$ cat config.mk
export PLATFORM = sky130hd
export DESIGN_NAME = grant_sequencer
export DESIGN_NICKNAME = d
export VERILOG_FILES = /design/src/rtl/grant_sequencer.sv
export SDC_FILE = /design/constraint.sdc
export NUM_CORES = 1
export LEC_CHECK = 0
export ABC_AREA = 1
export ABC_CLOCK_PERIOD_IN_PS = 1500
export CAP_MARGIN = 40
export CORE_ASPECT_RATIO = 1.2
export CORE_MARGIN = 1.5
export CORE_UTILIZATION = 35
export DETAILED_ROUTE_END_ITERATION = 12
export PLACE_DENSITY = 0.76
export SYNTH_ARGS = -nofsm -noshare
export SYNTH_HDL_FRONTEND = slang
export SYNTH_SLANG_ARGS = --single-unit
$ cat constraint.sdc
create_clock -name clk -period 1.5 [get_ports clk]
set_input_delay 0.225 -clock clk [delete_from_list [all_inputs] [get_ports clk]]
set_output_delay 0.225 -clock clk [all_outputs]
set_load 0.02 [all_outputs]
$ cat src/rtl/grant_sequencer.sv
// Turns one arbiter grant into a locked multi-beat transfer on a shared valid/ready bus.
// The owner and length are latched at grant time; grant is ignored until the transfer retires.
module grant_sequencer #(
    parameter int DATA_W = 8,
    parameter int LEN_W  = 4
) (
    input  logic              clk,
    input  logic              reset,
    input  logic [2:0]        grant,
    input  logic [LEN_W-1:0]  req_len0,
    input  logic [LEN_W-1:0]  req_len1,
    input  logic [LEN_W-1:0]  req_len2,
    input  logic [DATA_W-1:0] req_data0,
    input  logic [DATA_W-1:0] req_data1,
    input  logic [DATA_W-1:0] req_data2,
    input  logic              bus_ready,
    output logic              bus_valid,
    output logic [DATA_W-1:0] bus_data,
    output logic [1:0]        bus_src,
    output logic [2:0]        data_pop,
    output logic [2:0]        ack,
    output logic              busy,
    output logic              err
);

    typedef enum logic [1:0] {
        IDLE = 2'd0,
        XFER = 2'd1,
        DONE = 2'd2
    } state_t;

    state_t             state_q;
    logic [1:0]         owner_q;
    logic [LEN_W-1:0]   remaining_q;
    logic               err_q;
    logic               valid_q;
    logic               busy_q;
    logic [2:0]         ack_q;

    logic               grant_multi;
    logic [1:0]         grant_idx;
    logic [LEN_W-1:0]   grant_len;
    logic [2:0]         owner_onehot;
    logic               beat_fire;

    // Any two bits set means the arbiter broke its one-hot promise.
    always_comb begin
        grant_multi = (grant[0] & grant[1]) | (grant[0] & grant[2]) | (grant[1] & grant[2]);
        grant_idx   = 2'd0;
        if (grant[1]) begin
            grant_idx = 2'd1;
        end else if (grant[2]) begin
            grant_idx = 2'd2;
        end
        case (grant_idx)
            2'd1:    grant_len = req_len1;
            2'd2:    grant_len = req_len2;
            default: grant_len = req_len0;
        endcase
    end

    always_comb begin
        owner_onehot = 3'b000;
        case (owner_q)
            2'd0:    owner_onehot = 3'b001;
            2'd1:    owner_onehot = 3'b010;
            2'd2:    owner_onehot = 3'b100;
            default: owner_onehot = 3'b000;
        endcase
    end

    assign beat_fire = valid_q & bus_ready;

    always_ff @(posedge clk) begin
        if (reset) begin
            state_q     <= IDLE;
            owner_q     <= 2'd0;
            remaining_q <= '0;
            err_q       <= 1'b0;
            valid_q     <= 1'b0;
            busy_q      <= 1'b0;
            ack_q       <= 3'b000;
        end else begin
            case (state_q)
                IDLE: begin
                    ack_q <= 3'b000;
                    if (grant_multi) begin
                        err_q <= 1'b1;
                    end else if (grant != 3'b000) begin
                        owner_q     <= grant_idx;
                        remaining_q <= grant_len;
                        state_q     <= XFER;
                        valid_q     <= 1'b1;
                        busy_q      <= 1'b1;
                    end
                end
                XFER: begin
                    if (bus_ready) begin
                        // Leave on the last beat so the counter never wraps.
                        if (remaining_q == '0) begin
                            state_q <= DONE;
                            valid_q <= 1'b0;
                            ack_q   <= owner_onehot;
                        end else begin
                            remaining_q <= remaining_q - 1'b1;
                        end
                    end
                end
                DONE: begin
                    state_q <= IDLE;
                    ack_q   <= 3'b000;
                    busy_q  <= 1'b0;
                end
                default: begin
                    state_q <= IDLE;
                    valid_q <= 1'b0;
                    busy_q  <= 1'b0;
                    ack_q   <= 3'b000;
                end
            endcase
        end
    end

    // Data path is a live mux so the owner's head can change beat to beat.
    always_comb begin
        bus_data = '0;
        if (valid_q) begin
            case (owner_q)
                2'd1:    bus_data = req_data1;
                2'd2:    bus_data = req_data2;
                default: bus_data = req_data0;
            endcase
        end
    end

    assign bus_valid = valid_q;
    assign bus_src   = busy_q ? owner_q : 2'd0;
    assign data_pop  = beat_fire ? owner_onehot : 3'b000;
    assign ack       = ack_q;
    assign busy      = busy_q;
    assign err       = err_q;

endmodule

After elaboration in Yosys (flattened, before gate mapping)
Cells that the tools add are included.
- flip-flop bits (word level): 14
- input port bits: 42
- output and inout bits: 19
- word-level logic and storage cells: 65
- $add $sub $neg: 1
- bitwise gates (word level): 9
- muxes and demuxes: 24
- eq/ne operators: 11
- reductions and logical operators: 13
- operator list (operator ; number):
    2-to-1 mux 4 bit ; 4
    one-hot mux 4 bit (2 select lines) ; 2
    one-hot mux 8 bit (2 select lines) ; 1
    2-to-1 mux 2 bit ; 7
    != test 2 bit (second input constant) ; 5
    AND reduction 5 bit ; 2
    one-hot mux 3 bit (3 select lines) ; 1
    2-to-1 mux 8 bit ; 1
    equality test 2 x 1 -> 1 bit (second input constant) ; 3
    equality test 2 bit (second input constant) ; 3
    AND reduction 3 bit ; 2
    AND 1 bit ; 4
    logical NOT 2 bit ; 2
    logical NOT 4 bit ; 1
    2-to-1 mux 1 bit ; 4
    one-hot mux 2 bit (2 select lines) ; 1
    AND reduction 2 bit ; 2
    AND reduction 4 bit ; 1
    subtractor 4 x 1 -> 4 bit (second input constant) ; 1
    2-to-1 mux 3 bit ; 1
    inverter 1 bit ; 3
    one-hot mux 1 bit (3 select lines) ; 1
    nonzero test 3 bit ; 1
    bitwise OR 1 bit ; 2
    3 further kinds ; 3

Logic depth before layout (Yosys ltp)
Gate-level depths: netlist of run 1.
- depth in word-level cells: 7
- mapped depth: 9
- gate-level depth less buffers: 8

Worst setup path after synthesis of run 1
No wires, ideal clock.
- kind: flip-flop to output port
- from: register owner_q[0]
- to: output bus_data[5]
- arrival: 1421 ps
- stages on the path, launching flop included: 7
- buffers on the path: 1
- required time: 1275 ps
- setup slack: -146 ps
- cell sequence: dfxtp_1 -> inv_1 -> ha_1 -> buf_2 -> o21ai_0 -> a31o_2 -> inv_1
- cells in the longest elaborated chain, start to end: 3
- elaborated cells between the ends (all ways): 4
- classes of those cells: 2 x eq/ne; 2 x mux
- RTL lines (item ; RTL line ; text):
    start: declaration ; 33 ; logic [1:0] owner_q;
    start signal: assignment ; 90 ; owner_q <= grant_idx;
    equality test 2 bit or equality test 2 x 1 -> 1 bit (tied branches) ; 128 ; case (owner_q)
    one-hot mux 8 bit (2 select lines) (*) ; 128 ;
    2-to-1 mux 8 bit (*) ; 127 ; if (valid_q) begin
    end: declaration ; 18 ; output logic [DATA_W-1:0] bus_data,
Every way passes the cells marked *; elsewhere a longest branch is shown, timed or not.

Final worst setup path of run 1
- from: register owner_q[0]
- to: output bus_data[1]
Same word-level chain as after synthesis.

==> reports/qor.csv, run 1 <==
stage,metric,value,unit
floorplanning,rows,22,
synthesis,syn_area,0.00115,mm²
setup_path,cp.required,1.27,ns
synthesis,synth_most_common_cell,nand2_1,
routing,antenna_left,0,
floorplanning,die_h,65.8,µm
grt,grt_pass1_vias,1388,
grt,grt_usage,18.3,%
timing,fmax,564,MHz
timing,holdWs,0.467,ns
timing,drv_slew,0,
layout,instances_no_fill,309,
floorplanning,die_x,55.3,µm
timing,tightestPinTransition,0.281,ns
timing,finalSetupViolations,9,
place,hpwl,2510,µm
synthesis,synth.largest_area_cell,dfxtp_1,
place,gp_congestion,0.790,
setup_path,critPathLaunch,owner_q[0]$_SDFFE_PP0P_,
setup_path,crit_end,bus_data[1],
place,dpl.cell_count,296,
power,powerDensity,753,mW/mm²
synthesis,avgSynthCellArea,6.02,µm²
grt,grt_max_degree,12,
status,failed_checks,negative setup slack,
routing,routed_wl,3230,µm
setup_path,regToRegSetupSlack,0.10,ns
routing,drc,0,
setup_path,r2r-start,owner_q[1]$_SDFFE_PP0P_,
synthesis,synth.distinct_cells,20,
layout,layout.nets,322,
timing,max-slew-margin-rel,81.2,%
clocking,insertion_delay,0.29,ns
status,status,"complete, but fails checks",
timing,rsz0062_at_grt,yes,
floorplanning,die-area,0.00364,mm²
setup_path,cp_max_fo,7,
setup_path,cp-end-kind,output port,
clocking,cts_max_path_buffers,2,
clocking,numCtsBuffers,3,
clocking,cts.reportedPaths.clkPinSlew,0.08,ns
floorplanning,initial_core_util,37.0,%
synthesis,synth_commonest_cells,"nand2_1 (61), inv_1 (30), nand3_1 (21)",
timing,fin_skew,0.00908,ns
synthesis,syn-num-nets,239,
timing,fin_crit,1.77,ns
clocking,htree_num_levels,1,
routing,wl_per_cell,10.5,µm
layout,antenna_cells,0,
place,numPortBuffers,60,
grt,grt_overflow,0,
floorplanning,ios,61,
routing,drt_iter0_drc,34,
clocking,clockRootBuffer,clkbuf_4,
hold_path,min_path_type,flip-flop to flip-flop,
setup_path,worstSetupPathType,flip-flop to output port,
power,p_total,1.56,mW
grt,grt_pass1_wl,5510,µm
routing,first_pass_iters,5,
timing,hold_violations,0,
synthesis,synth-seq-cells,14,
synthesis,synth_seq_area_share,24.4,%
setup_path,ff2ff_path_depth,9,
synthesis,synthCells,191,
job,maxCapViolCount,0,
grt,antenna_found_initial,0,
synthesis,synth_ff_type,dfxtp_1,
hold_path,min_path_cells,2,
setup_path,arrival,1.55,ns
clocking,clkSinkCount,14,
setup_path,startpoint_type,flip-flop,
synthesis,yosys-top-cells-area,"dfxtp_1 (24%), nand2_1 (20%), inv_1 (9.8%)",
routing,vias,1443,
clocking,cts_tree,yes,
layout,drive_gt1_share,30.0,%
synthesis,synth-edff-count,0,
floorplanning,core,0.00311,mm²
layout,syn_to_final_growth,80.0,%
synthesis,yosys.area.top_type_share,24.4,%
routing,avgViaCountPerCell,4.67,
layout,design_area,0.00207,mm²
timing,final.setup.worst_slack,-0.272,ns
power,ir_drop,0.000491,V
layout,fin_util,66.5,%
synthesis,ys_warn_count,0,
power,cellLeakagePower,1.00,nW
clocking,cts_hold_buf,0,
synthesis,synthArstFlopShare,0,%
setup_path,reg2reg_to,ack[2]$_SDFFE_PP0P_,
timing,finalCritPeriodShare,118,%
place,dpl_cell_area,0.00190,mm²
==> per-stage QoR <==
step           setup WS, ns  TNS, ns
2_1_floorplan        0.0105        0
3_3_place_gp         -0.447    -4.57
4_1_cts              -0.266    -1.94
3_5_place_dp         -0.469    -4.70
5_1_grt              -0.328    -2.51
6_report             -0.272    -1.91
==> how the worst min path moves through the flow <==
stage	slack (ns)	start	endpoint
5_1_grt	0.48	err$_SDFFE_PP0P_	err$_SDFFE_PP0P_
4_1_cts	0.47	err$_SDFFE_PP0P_	err$_SDFFE_PP0P_
3_3_place_gp	0.44	err$_SDFFE_PP0P_	err$_SDFFE_PP0P_
6_report	0.47	err$_SDFFE_PP0P_	err$_SDFFE_PP0P_
3_5_place_dp	0.46	err$_SDFFE_PP0P_	err$_SDFFE_PP0P_
2_1_floorplan	0.29	reset	err$_SDFFE_PP0P_
==> worst max-delay path: stages, from the launching register on <==
cell and delay [ns]:
dfxtp_2 0.34, inv_2 0.06, ha_4 0.26, buf_6 0.14
buf_6 0.11, a31o_4 0.21, inv_2 0.05, buf_6 0.10
==> final cells by class <==
cell class                 instances  area [µm²]
clock buffer                       4        36.3
fill                             281        1040
inverter                          31         116
multi-input combinational        141         790
sequential                        14         283
tap                               36        45.0
timing repair buffer              83         800
==> cells by family after synthesis <==
kind of cell               after synthesis  synth area share (%)
DFF                                     14                  24.4
AOI/OAI and AO/OA                       23                  12.5
adders and majority gates                6                  6.53
buffers and inverters                   36                  12.5
and+or+nand+nor                        112                  44.1
==> per-layer routing <==
metal | share of wire [%] | vias up | track usage [%]
met1 | 41 | 620 | 19.0
met4 | 0.59 | 0 | 3.66
met5 | 0 | - | 0
li1 | - | 763 | -
met3 | 6.6 | 4 | 3.52
met2 | 52 | 56 | 37.5
==> placed cells by master, fill, tap and decap left out, types with 2 or more instances in the layout <==
cell type / Yosys / final
nand2_1: 61 / 59
clkdlybuf4s50_1: 0 / 45
nand3_1: 21 / 21
inv_1: 30 / 20
buf_4: 0 / 17
nor2_1: 17 / 15
buf_6: 1 / 15
dfxtp_1: 14 / 12
inv_2: 1 / 11
o21ai_0: 12 / 9
nand2_2: 3 / 5
a31o_2: 7 / 5
nor2_2: 2 / 4
nor2_4: 4 / 4
a21oi_1: 3 / 3
ha_2: 0 / 3
clkbuf_4: 0 / 3
o21ai_1: 0 / 2
a31o_4: 0 / 2
nand3_2: 2 / 2
ha_4: 0 / 2
clkbuf_2: 0 / 2
dlygate4sd2_1: 0 / 2
dfxtp_2: 0 / 2
==> report_power, final <==
group | switching [mW] | total (mW) | internal, mW
registers | 0.0271 | 0.443 | 0.416
logic | 0.414 | 0.836 | 0.422
clock network | 0.131 | 0.279 | 0.148
total | 0.572 | 1.56 | 0.986
==> registers in the layout (all words and copies together) (netlist names) <==
name         cells
remaining_q      4
ack              3
owner_q          2
state_q          2
bus_valid        1
busy             1
err              1
==> what timing repair did <==
item | CTS | global route
setup buffers | 9 | 1
pin swaps | 2 | 3
resized for setup | 84 | 19
setup endpoints to repair | 15 | 17
endpoints found under the hold margin | 0 | 0
No activity file was read; power rests on OpenSTA's default activity.
==> run 2, diff against run 1 <==
Settings changed: TNS_END_PERCENT from default to 5.
==> reports/qor.csv, run 2 (synthesis results as in run 1) <==
stage,metric,value,unit,change
timing,finalSetupViolations,9,,unchanged
grt,gr-max-usage-layer,met2,,unchanged
floorplanning,die-area,0.00364,mm²,unchanged
setup_path,regToRegSetupSlack,0.16,ns,was 0.10 ns
floorplanning,die_x,55.3,µm,unchanged
layout,largest_reg_flops,4,,unchanged
setup_path,r2r-start,remaining_q[0]$_SDFFE_PP0P_,,was owner_q[1]$_SDFFE_PP0P_
power,powerDensity,766,mW/mm²,was 753 mW/mm²
layout,instances_no_fill,304,,was 309
place,hpwl,2510,µm,unchanged
routing,avgViaCountPerCell,4.66,,was 4.67
power,ir_drop,0.000483,V,was 0.000491 V
routing,antenna_left,0,,unchanged
routing,first_pass_iters,5,,unchanged
grt,grt_usage,18.0,%,was 18.3%
floorplanning,ios,61,,unchanged
setup_path,crit_top_cell,buf_6,,unchanged
grt,grt_pass1_wl,5420,µm,was 5510 µm
status,failed_checks,negative setup slack,,unchanged
grt,antenna_found_initial,0,,unchanged
timing,max-slew-margin-rel,81.2,%,unchanged
grt,grt_overflow,0,,unchanged
routing,routed_wl,3250,µm,was 3230 µm
clocking,cts_max_path_buffers,2,,unchanged
timing,tightestPinTransition,0.281,ns,unchanged
setup_path,cp.required,1.27,ns,about the same
timing,fmax,563,MHz,was 564 MHz
layout,layout.nets,317,,was 322
clocking,cts.reportedPaths.clkPinSlew,0.08,ns,about the same
timing,final.setup.worst_slack,-0.276,ns,was -0.272 ns
setup_path,worstSetupPathType,flip-flop to output port,,unchanged
timing,drv_slew,0,,unchanged
setup_path,path_cells,"inv_2, ha_4, buf_6, buf_6, a31o_4, inv_2, buf_6",,unchanged
setup_path,ff2ff_path_depth,8,,was 9
setup_path,cp-end-kind,output port,,unchanged
clocking,cts_hold_buf,0,,unchanged
grt,met2_usage,37.1,%,was 37.5%
grt,grt_max_degree,12,,unchanged
layout,antenna_cells,0,,unchanged
timing,finalCritPeriodShare,118,%,about the same
routing,vias,1416,,"was 1,443"
grt,grt_pass1_vias,1369,,"was 1,388"
place,dpl.cell_count,296,,unchanged
layout,mostFrequentLayoutCell,nand2_1,,unchanged
hold_path,min_path_type,flip-flop to flip-flop,,unchanged
hold_path,min_to,err$_SDFFE_PP0P_,,unchanged
routing,wl_per_cell,10.7,µm,was 10.5 µm
place,dpl_cell_area,0.00190,mm²,unchanged
grt,grt_use_met3,3.52,%,unchanged
job,maxCapViolCount,0,,unchanged
hold_path,min-delay-start,err$_SDFFE_PP0P_,,unchanged
timing,hold_violations,0,,unchanged
timing,fin_skew,0.00826,ns,was 0.00908 ns
layout,design_area,0.00201,mm²,was 0.00207 mm²
routing,drt_iter0_drc,26,,was 34
timing,rsz0062_at_grt,yes,,unchanged
floorplanning,initial_core_util,37.0,%,unchanged
layout,syn_to_final_growth,75.0,%,was 80.0%
status,status,"complete, but fails checks",,unchanged
floorplanning,rows,22,,unchanged
setup_path,cpMaxStageDelayCell,dfxtp_2,,unchanged
setup_path,startpoint_type,flip-flop,,unchanged
setup_path,cp_max_fo,7,,unchanged
setup_path,slowest_delay,0.36,ns,was 0.34 ns
routing,drc,0,,unchanged
place,gp_congestion,0.790,,unchanged
clocking,clockRootBuffer,clkbuf_4,,unchanged
power,p_total,1.54,mW,was 1.56 mW
clocking,cts_tree,yes,,unchanged
setup_path,reg2reg_to,ack[2]$_SDFFE_PP0P_,,unchanged
hold_path,min_path_cells,2,,unchanged
place,numPortBuffers,60,,unchanged
layout,regMostFlops,remaining_q,,unchanged
clocking,htree_num_levels,1,,unchanged
layout,mostFrequentLayoutCells,"nand2_1 (60), clkdlybuf4s50_1 (45), inv_1 (22)",,"was nand2_1 (59), clkdlybuf4s50_1 (45), nand3_1 (21)"
layout,drive_gt1_share,26.5,%,was 30.0%
clocking,numCtsBuffers,3,,unchanged
setup_path,arrival,1.55,ns,about the same
grt,grt_util_met1,18.6,%,was 19.0%
floorplanning,core,0.00311,mm²,unchanged
floorplanning,die_h,65.8,µm,unchanged
power,cellLeakagePower,0.984,nW,was 1.00 nW
clocking,insertion_delay,0.29,ns,about the same
clocking,clkSinkCount,14,,unchanged
timing,fin_crit,1.78,ns,was 1.77 ns
## run 2: changes by cell type in the layout (fill, tap and decap cells not counted), sizes merged
cell and delta:
buf -5
## run 2: final cells by class
| type | count | area, µm² |
|---|---|---|
| inverter | 31 | 116 |
| timing repair buffer | 78 | 752 |
| fill | 291 | 1100 |
| multi-input combinational | 141 | 779 |
| tap | 36 | 45.0 |
| clock buffer | 4 | 36.3 |
| sequential | 14 | 283 |
## run 2: per-stage QoR
stage               hold slack [ns]  setup slack, ns  TNS [ns]  utilization (%)
floorplan                     0.294           0.0105         0                -
global route                  0.483           -0.324     -2.60             64.7
CTS                           0.475           -0.266     -1.99             64.3
finish                        0.468           -0.276     -2.01             64.7
global placement              0.441           -0.447     -4.57             61.0
detailed placement            0.463           -0.469     -4.70             61.0
## run 2: how the worst max path moves through the flow
stage | from | endpoint | slack, ns | depth (start not counted)
after global routing | owner_q[0]$_SDFFE_PP0P_ | bus_data[1] | -0.32 | 7
final | owner_q[1]$_SDFFE_PP0P_ | bus_data[1] | -0.28 | 7
after global placement | owner_q[1]$_SDFFE_PP0P_ | bus_data[4] | -0.45 | 6
after floorplan | owner_q[1]$_SDFFE_PP0P_ | bus_data[5] | 0.01 | 6
after detailed placement | owner_q[0]$_SDFFE_PP0P_ | bus_data[0] | -0.47 | 6
after CTS | owner_q[1]$_SDFFE_PP0P_ | bus_data[1] | -0.27 | 7
## run 2: repair_timing
action                     in CTS  in global routing
setup endpoints to repair      15                 17
cloned                          0                  0
pin swaps                       2                  2
setup buffers                   5                  0
resized for setup              77                 17
## run 2: per-layer routing
layer | share of wire (%) | wire (µm) | up-vias
li1 | - | - | 751
met1 | 41 | 1320 | 605
met2 | 52 | 1690 | 55
met4 | 0.80 | 26 | 0
met3 | 6.7 | 217 | 5
met5 | 0 | 0 | -
## run 2: power breakdown
group	switching [mW]	leakage, nW	internal, mW	total, mW
sequential	0.0277	0.116	0.416	0.444
combinational	0.408	0.847	0.408	0.816
clock	0.133	0.0210	0.148	0.282
total	0.569	0.984	0.972	1.54
## run 2: worst max-delay path, delay by kind of cell, from the launching register on
| kind | cells | cell delay [ns] |
|---|---|---|
| buffers and inverters | 5 | 0.46 |
| flip-flops | 1 | 0.36 |
| adder cells (fa/ha/maj) | 1 | 0.24 |
| AO/OA/AOI/OAI | 1 | 0.21 |
